### config.mk
export PLATFORM = sky130hd
export DESIGN_NAME = mist_dump_ctrl
export DESIGN_NICKNAME = d
export VERILOG_FILES = /design/src/rtl/mist_dump_ctrl.sv
export SDC_FILE = /design/constraint.sdc
export NUM_CORES = 1
export LEC_CHECK = 0
export ABC_AREA = 1
export CAP_MARGIN = 20
export CORE_ASPECT_RATIO = 1.4
export CORE_UTILIZATION = 54
export CTS_CLUSTER_DIAMETER = 50
export DETAILED_ROUTE_END_ITERATION = 7
export PLACE_DENSITY = 0.85
export SLEW_MARGIN = 10
export SYNTH_ARGS = -nofsm -noshare
export SYNTH_HDL_FRONTEND = slang
export SYNTH_SLANG_ARGS = --single-unit
### constraint.sdc
create_clock -name clk -period 1.7 [get_ports clk]
set_input_delay 0.255 -clock clk [delete_from_list [all_inputs] [get_ports clk]]
set_output_delay 0.255 -clock clk [all_outputs]
set_load 0.02 [all_outputs]
### src/rtl/mist_dump_ctrl.sv
// Capture-window sequencer for the MiST harness: counts VS frames, waits
// for ROM download when asked, and strobes dump enable/start/stop.
module mist_dump_ctrl #(
    parameter logic [31:0] START_FRAME = 32'd0,
    parameter logic [31:0] FRAME_LEN   = 32'd0,
    parameter bit          LOADROM     = 1'b0,
    parameter logic [15:0] GUARD       = 16'd1000
) (
    input  logic        clk,
    input  logic        rst_n,
    input  logic        vs,
    input  logic        downloading,
    output logic [31:0] frame_cnt,
    output logic        dump_en,
    output logic        dump_on,
    output logic        dump_off,
    output logic [1:0]  st
);

    typedef enum logic [1:0] {
        IDLE  = 2'd0,
        ARMED = 2'd1,
        DUMP  = 2'd2,
        DONE  = 2'd3
    } state_t;

    state_t      state;
    state_t      state_n;
    logic [31:0] frame_n;
    logic [31:0] len_cnt;
    logic [31:0] len_n;
    logic        en_n;
    logic        on_n;
    logic        off_n;
    logic        vs_l;
    logic        dl_l;
    logic [15:0] guard_cnt;
    logic        vs_fall;
    logic        dl_fall;
    logic        dl_rise;
    logic        guard_ok;

    assign vs_fall  = vs_l & ~vs;
    assign dl_fall  = dl_l & ~downloading;
    assign dl_rise  = ~dl_l & downloading;
    assign guard_ok = (guard_cnt == GUARD);
    assign st       = state;

    always_ff @(posedge clk or negedge rst_n) begin
        if (!rst_n) begin
            state     <= IDLE;
            frame_cnt <= '0;
            len_cnt   <= '0;
            dump_en   <= 1'b0;
            dump_on   <= 1'b0;
            dump_off  <= 1'b0;
            vs_l      <= 1'b1;
            dl_l      <= 1'b0;
            guard_cnt <= '0;
        end else begin
            state     <= state_n;
            frame_cnt <= frame_n;
            len_cnt   <= len_n;
            dump_en   <= en_n;
            dump_on   <= on_n;
            dump_off  <= off_n;
            vs_l      <= vs;
            dl_l      <= downloading;
            if (!guard_ok)
                guard_cnt <= guard_cnt + 16'd1;
        end
    end

    always_comb begin
        state_n = state;
        frame_n = frame_cnt;
        len_n   = len_cnt;
        en_n    = dump_en;
        on_n    = 1'b0;
        off_n   = 1'b0;
        unique case (state)
            IDLE: begin
                en_n = 1'b0;
                // early download edges right after reset are glitches
                if (!LOADROM || (dl_fall && guard_ok)) begin
                    state_n = ARMED;
                    frame_n = '0;
                end
            end
            ARMED: begin
                if (dl_rise) begin
                    state_n = IDLE;
                end else if (vs_fall) begin
                    frame_n = frame_cnt + 32'd1;
                    if (frame_cnt == START_FRAME) begin
                        state_n = DUMP;
                        en_n    = 1'b1;
                        on_n    = 1'b1;
                        len_n   = '0;
                    end
                end
            end
            DUMP: begin
                if (dl_rise) begin
                    state_n = IDLE;
                    en_n    = 1'b0;
                    off_n   = 1'b1;
                end else if (vs_fall) begin
                    frame_n = frame_cnt + 32'd1;
                    if (FRAME_LEN != 32'd0 &&
                        len_cnt == FRAME_LEN - 32'd1) begin
                        state_n = DONE;
                        en_n    = 1'b0;
                        off_n   = 1'b1;
                    end else begin
                        len_n = len_cnt + 32'd1;
                    end
                end
            end
            DONE: begin
                if (dl_rise)
                    state_n = IDLE;
                else if (vs_fall)
                    frame_n = frame_cnt + 32'd1;
            end
            default: begin
                state_n = IDLE;
                en_n    = 1'b0;
            end
        endcase
    end

endmodule

; Yosys cells after proc, flatten, opt, wreduce, memory -nomap -nowiden
; Cells that the tools add are included.
[totals]
register_bits = 39
latch_bits = 0
mem_bits_rw = 0
rom_bits = 0
in_bits = 4
output_inout_bits = 37
elab_cells = 51
n_memories = 0
[classes]
addsub = 1
mul = 0
div = 0
magnitude_cmp = 0
eq_ne = 12
n_shift = 0
n_mux = 19
bitwise_logic = 4
reduce_logical = 8
[op_table]
columns = op, count
row1 = $mux 32, 2
row2 = $pmux 32 s2, 1
row3 = $add 32x1->32 const B, 1
row4 = $logic_not 32->1, 1
row5 = $mux 1, 10
row6 = $ne 2x2->1 const B, 5
row7 = $mux 2, 4
row8 = $ne 3x3->1 const B, 2
row9 = $pmux 2 s3, 1
row10 = $reduce_and 5->1, 1
row11 = $eq 2x2->1 const B, 2
row12 = $ne 2x1->1 const B, 2
row13 = $pmux 1 s3, 1
row14 = $reduce_and 3->1, 1
row15 = $reduce_bool 3->1, 1
row16 = $reduce_or 3->1, 1
row17 = $and 1x1->1, 2
row18 = $eq 2x1->1 const B, 1
row19 = $logic_not 2->1, 1
row20 = $not 1->1, 2
row21 = $reduce_and 2->1, 1
row22 = $reduce_or 2->1, 1

; Logic depth before layout (Yosys ltp)
[logic_depth]
word_depth = 5
depth_mapped = 11
ltp_nobuf = 11

; Least setup slack after synthesis
; OpenSTA, ideal clock, no wires.
[synth_timing]
kind = reg2reg
from = reg frame_cnt[0]
to = reg frame_cnt[14]
setup_time_ns = 0.117
arrival_time_ns = 1.483
required_time_ns = 1.583
slack_ns = 0.100
stages_incl_launch_ff = 11
n_path_buf = 0
period_less_slack_ns = 1.600
cell_sequence = dfrtp_1 -> ha_1 -> nand2_2 -> nor2_4 -> inv_2 -> nor2_4 -> nand2_2 -> nor2_2 -> nand2_1 -> nor2_1 -> nor2_1
[synth_between]
elab_chain_len = 4
[synth_rtl]
columns = element, line
row1 = "start, declared", 13  ; output logic [31:0] frame_cnt,
row2 = "start signal, assigned", 62  ; frame_cnt <= frame_n;
row3 = $add 32x1->32, "94, 109, 124"
row4 = $mux 32, "93, 108, 123"
row5 = $mux 32, 104  ; if (dl_rise) begin
row6 = $pmux 32 s2, 81  ; unique case (state)
; Every way passes these cells. The select of a mux whose other input is x is not followed.
; A chain may end at the register's enable or synchronous reset.

; Final worst setup path
[layout_timing]
from = reg frame_cnt[4]
to = out frame_cnt[4]
; No word-level cell between the ends.

==> flow_metrics.env <==
export IMPL_outcome="complete, no violations"
export IMPL_yosysWarnings=0
export IMPL_clock_skew_ns=0.00244
export IMPL_syn_inst=387
export IMPL_grt_overflow=0
export IMPL_hold_path_class="in2async"
export IMPL_drc_errors=0
export IMPL_tightest_slew_ns=0.456
export IMPL_grt_max_degree=32
export IMPL_synthesis_area_sq_um=2540
export IMPL_fp_dieArea_sq_um=4990
export IMPL_use_met1=0.381
export IMPL_cts_buffers=5
export IMPL_rows=29
export IMPL_yosys_area_top_type_share=0.374
export IMPL_hpwl_um=5190
export IMPL_maxCapViolations=0
export IMPL_syn2layout_area_growth_pct=27.1
export IMPL_drtPass1Iterations=4
export IMPL_path_class="reg2out"
export IMPL_top_usage_layer="met2"
export IMPL_slowest_stage="clkdlybuf4s50_1"
export IMPL_worstPathArrival_ns=1.42
export IMPL_synthFlopType="dfrtp_1"
export IMPL_synth_seq_area_share=0.384
export IMPL_crit_buf_inv=1
export IMPL_crit_chain="clkdlybuf4s50_1"
export IMPL_syn_area_per_cell_sq_um=6.57
export IMPL_n_antenna_cell=0
export IMPL_worst_setup_path_start_kind="register"
export IMPL_h_tree_depth=2
export IMPL_root_buffer="clkbuf_8"
export IMPL_io_buffer_count=40
export IMPL_cp_top_family="buffers and inverters"
export IMPL_finalSetupViolations=0
export IMPL_viasPerCell=5.28
export IMPL_p_per_area_nw_per_um2=908
export IMPL_yosysUniqueCellTypes=29
export IMPL_boundaryPins=41
export IMPL_clockBufferDepth=2
export IMPL_clock_sinks=39
export IMPL_use_met3=0.0405
export IMPL_ys_ff_latch=39
export IMPL_wl_per_cell_um=13.7
export IMPL_fmax_ghz=0.599
export IMPL_slew_headroom=0.696
export IMPL_timing_final_crit_share=0.983
export IMPL_fp_coreArea_sq_um=4540
export IMPL_final_antenna_net_count=0
export IMPL_antenna_found_initial=0
export IMPL_worst_ep_required_time_ns=1.44
export IMPL_placed_area_sq_um=3090
export IMPL_clkTransAtPathRegs_ns=0.07
export IMPL_post_synth_top_area_cell="dfrtp_1"
export IMPL_synth_edf_count=0
export IMPL_fin_nets=448
export IMPL_ys_top_cells_by_area="dfrtp_1 (37%), nand2_1 (18%), nor2_1 (11%)"
export IMPL_grt_pass1_wl_um=11200
export IMPL_die_w_um=60.0
export IMPL_whs_ns=0.440
export IMPL_nFillCells=395
export IMPL_grt_util_met2=0.471
export IMPL_drive_gt1_frac=0.133
export IMPL_synthTopCellsByCount="nand2_1 (119), nor2_1 (76), inv_1 (39)"
export IMPL_peakVddDrop_mv=0.841
export IMPL_post_route_min_period_ns=1.67
export IMPL_async_reset_ff_frac=1.00
export IMPL_vias=2668
export IMPL_worstSetupEndpointType="primary output"
export IMPL_routed_wl_um=6900
export IMPL_slew_viol_final=0
export IMPL_leakage_uw=0.00158
export IMPL_die_h_um=83.2
export IMPL_clk_latency_ns=0.29
export IMPL_cpPeakStageDelay_ns=0.65
export IMPL_yosysMostFrequentCell="nand2_1"
export IMPL_hold_viol_final=0
export IMPL_grt_pass1_vias=2444
export IMPL_drt_initial_drc_count=154
export IMPL_place_gp_congestion=0.965
export IMPL_fin_area_sq_um=3230
export IMPL_worstPathMaxFanout=5
export IMPL_start_util=0.561
export IMPL_grt_usage=0.299
export IMPL_fin_util=0.713
export IMPL_syn_num_nets=393
export IMPL_cts_tree="done"
-- cell type report --
cell class	instances	area, sq um	share of cell area
multi-input combinational	294	1360	0.421
sequential	39	980	0.303
timing repair buffer	54	532	0.164
inverter	48	183	0.0565
clock buffer	8	100	0.0310
tap	62	77.6	0.0240
-- what timing repair did --
action                                 4_1_cts  5_1_grt
resized for setup                            4       13
hold buffers                                 1        0
setup buffers                                0        1
pin swaps                                    0        1
setup endpoints to repair                    4       16
endpoints found under the hold margin       17        0
-- placed cells by master, fill, tap and decap left out, types with 3 or more instances in the layout --
cell type        count
nand2_1            119
nor2_1              75
inv_1               39
dfrtp_1             36
clkdlybuf4s50_1     28
nand3_1             24
nand4_1             20
buf_4               12
nor2_2              11
a21oi_1             10
inv_2                8
dlymetal6s2s_1       8
o21ai_1              7
clkbuf_8             7
nand2_2              6
nor2_4               5
nor3_1               4
dlygate4sd2_1        3
-- metal layers --
| metal | part of all wire | up-vias |
|---|---|---|
| met3 | 0.047 | 26 |
| met1 | 0.42 | 1211 |
| met5 | 0 | - |
| met2 | 0.49 | 99 |
| met4 | 0.048 | 0 |
| li1 | - | 1332 |
-- through the flow --
| step | setup slack [ns] | power [uW] | instances | setup TNS (ns) |
|---|---|---|---|---|
| 3_3_place_gp | 0.0407 | 2190 | 495 | 0 |
| 5_1_grt | -0.0439 | 3100 | 505 | -0.127 |
| 4_1_cts | 0.00103 | 2910 | 504 | 0 |
| 2_1_floorplan | 0.0997 | 1790 | 387 | 0 |
| 6_report | 0.0294 | 2930 | 505 | 0 |
| 3_5_place_dp | -0.0370 | 2210 | 495 | -0.0523 |
-- cell families after synthesis --
| kind of cell | synth area share |
|---|---|
| compound gates | 0.0492 |
| xor+xnor | 0.00344 |
| flops | 0.384 |
| fa+ha+maj | 0.00984 |
| buf+inv | 0.0846 |
| simple gates | 0.469 |
-- power breakdown --
part | switching (uW) | total (uW) | internal [uW] | leakage [uW]
clock network | 321 | 691 | 370 | 0.0000515
logic | 702 | 1120 | 419 | 0.000997
registers | 108 | 1120 | 1020 | 0.000529
-- final timing paths --
| path | slack (ns) | end | depth (start not counted) | start |
|---|---|---|---|---|
| worst min-delay path | 0.44 | frame_cnt[16] | 2 | rst_n |
| worst min register to register | 0.54 | dump_en | 2 | dump_en |
| worst max register to register | 0.05 | frame_cnt[14] | 10 | frame_cnt[1] |
| max in group asynchronous | 0.71 | vs_l | 3 | rst_n |
| min in group clk | 0.44 | vs_l | 1 | vs |
| worst max-delay path | 0.03 | frame_cnt[4] | 1 | frame_cnt[4] |
-- flip-flops by register name, summed over array words and instances, names as in the netlist --
signal     cells
st             2
dump_off       1
frame_cnt     32
vs_l           1
dump_en        1
dump_on        1
dl_l           1
Power figures use the tool's default switching activity.
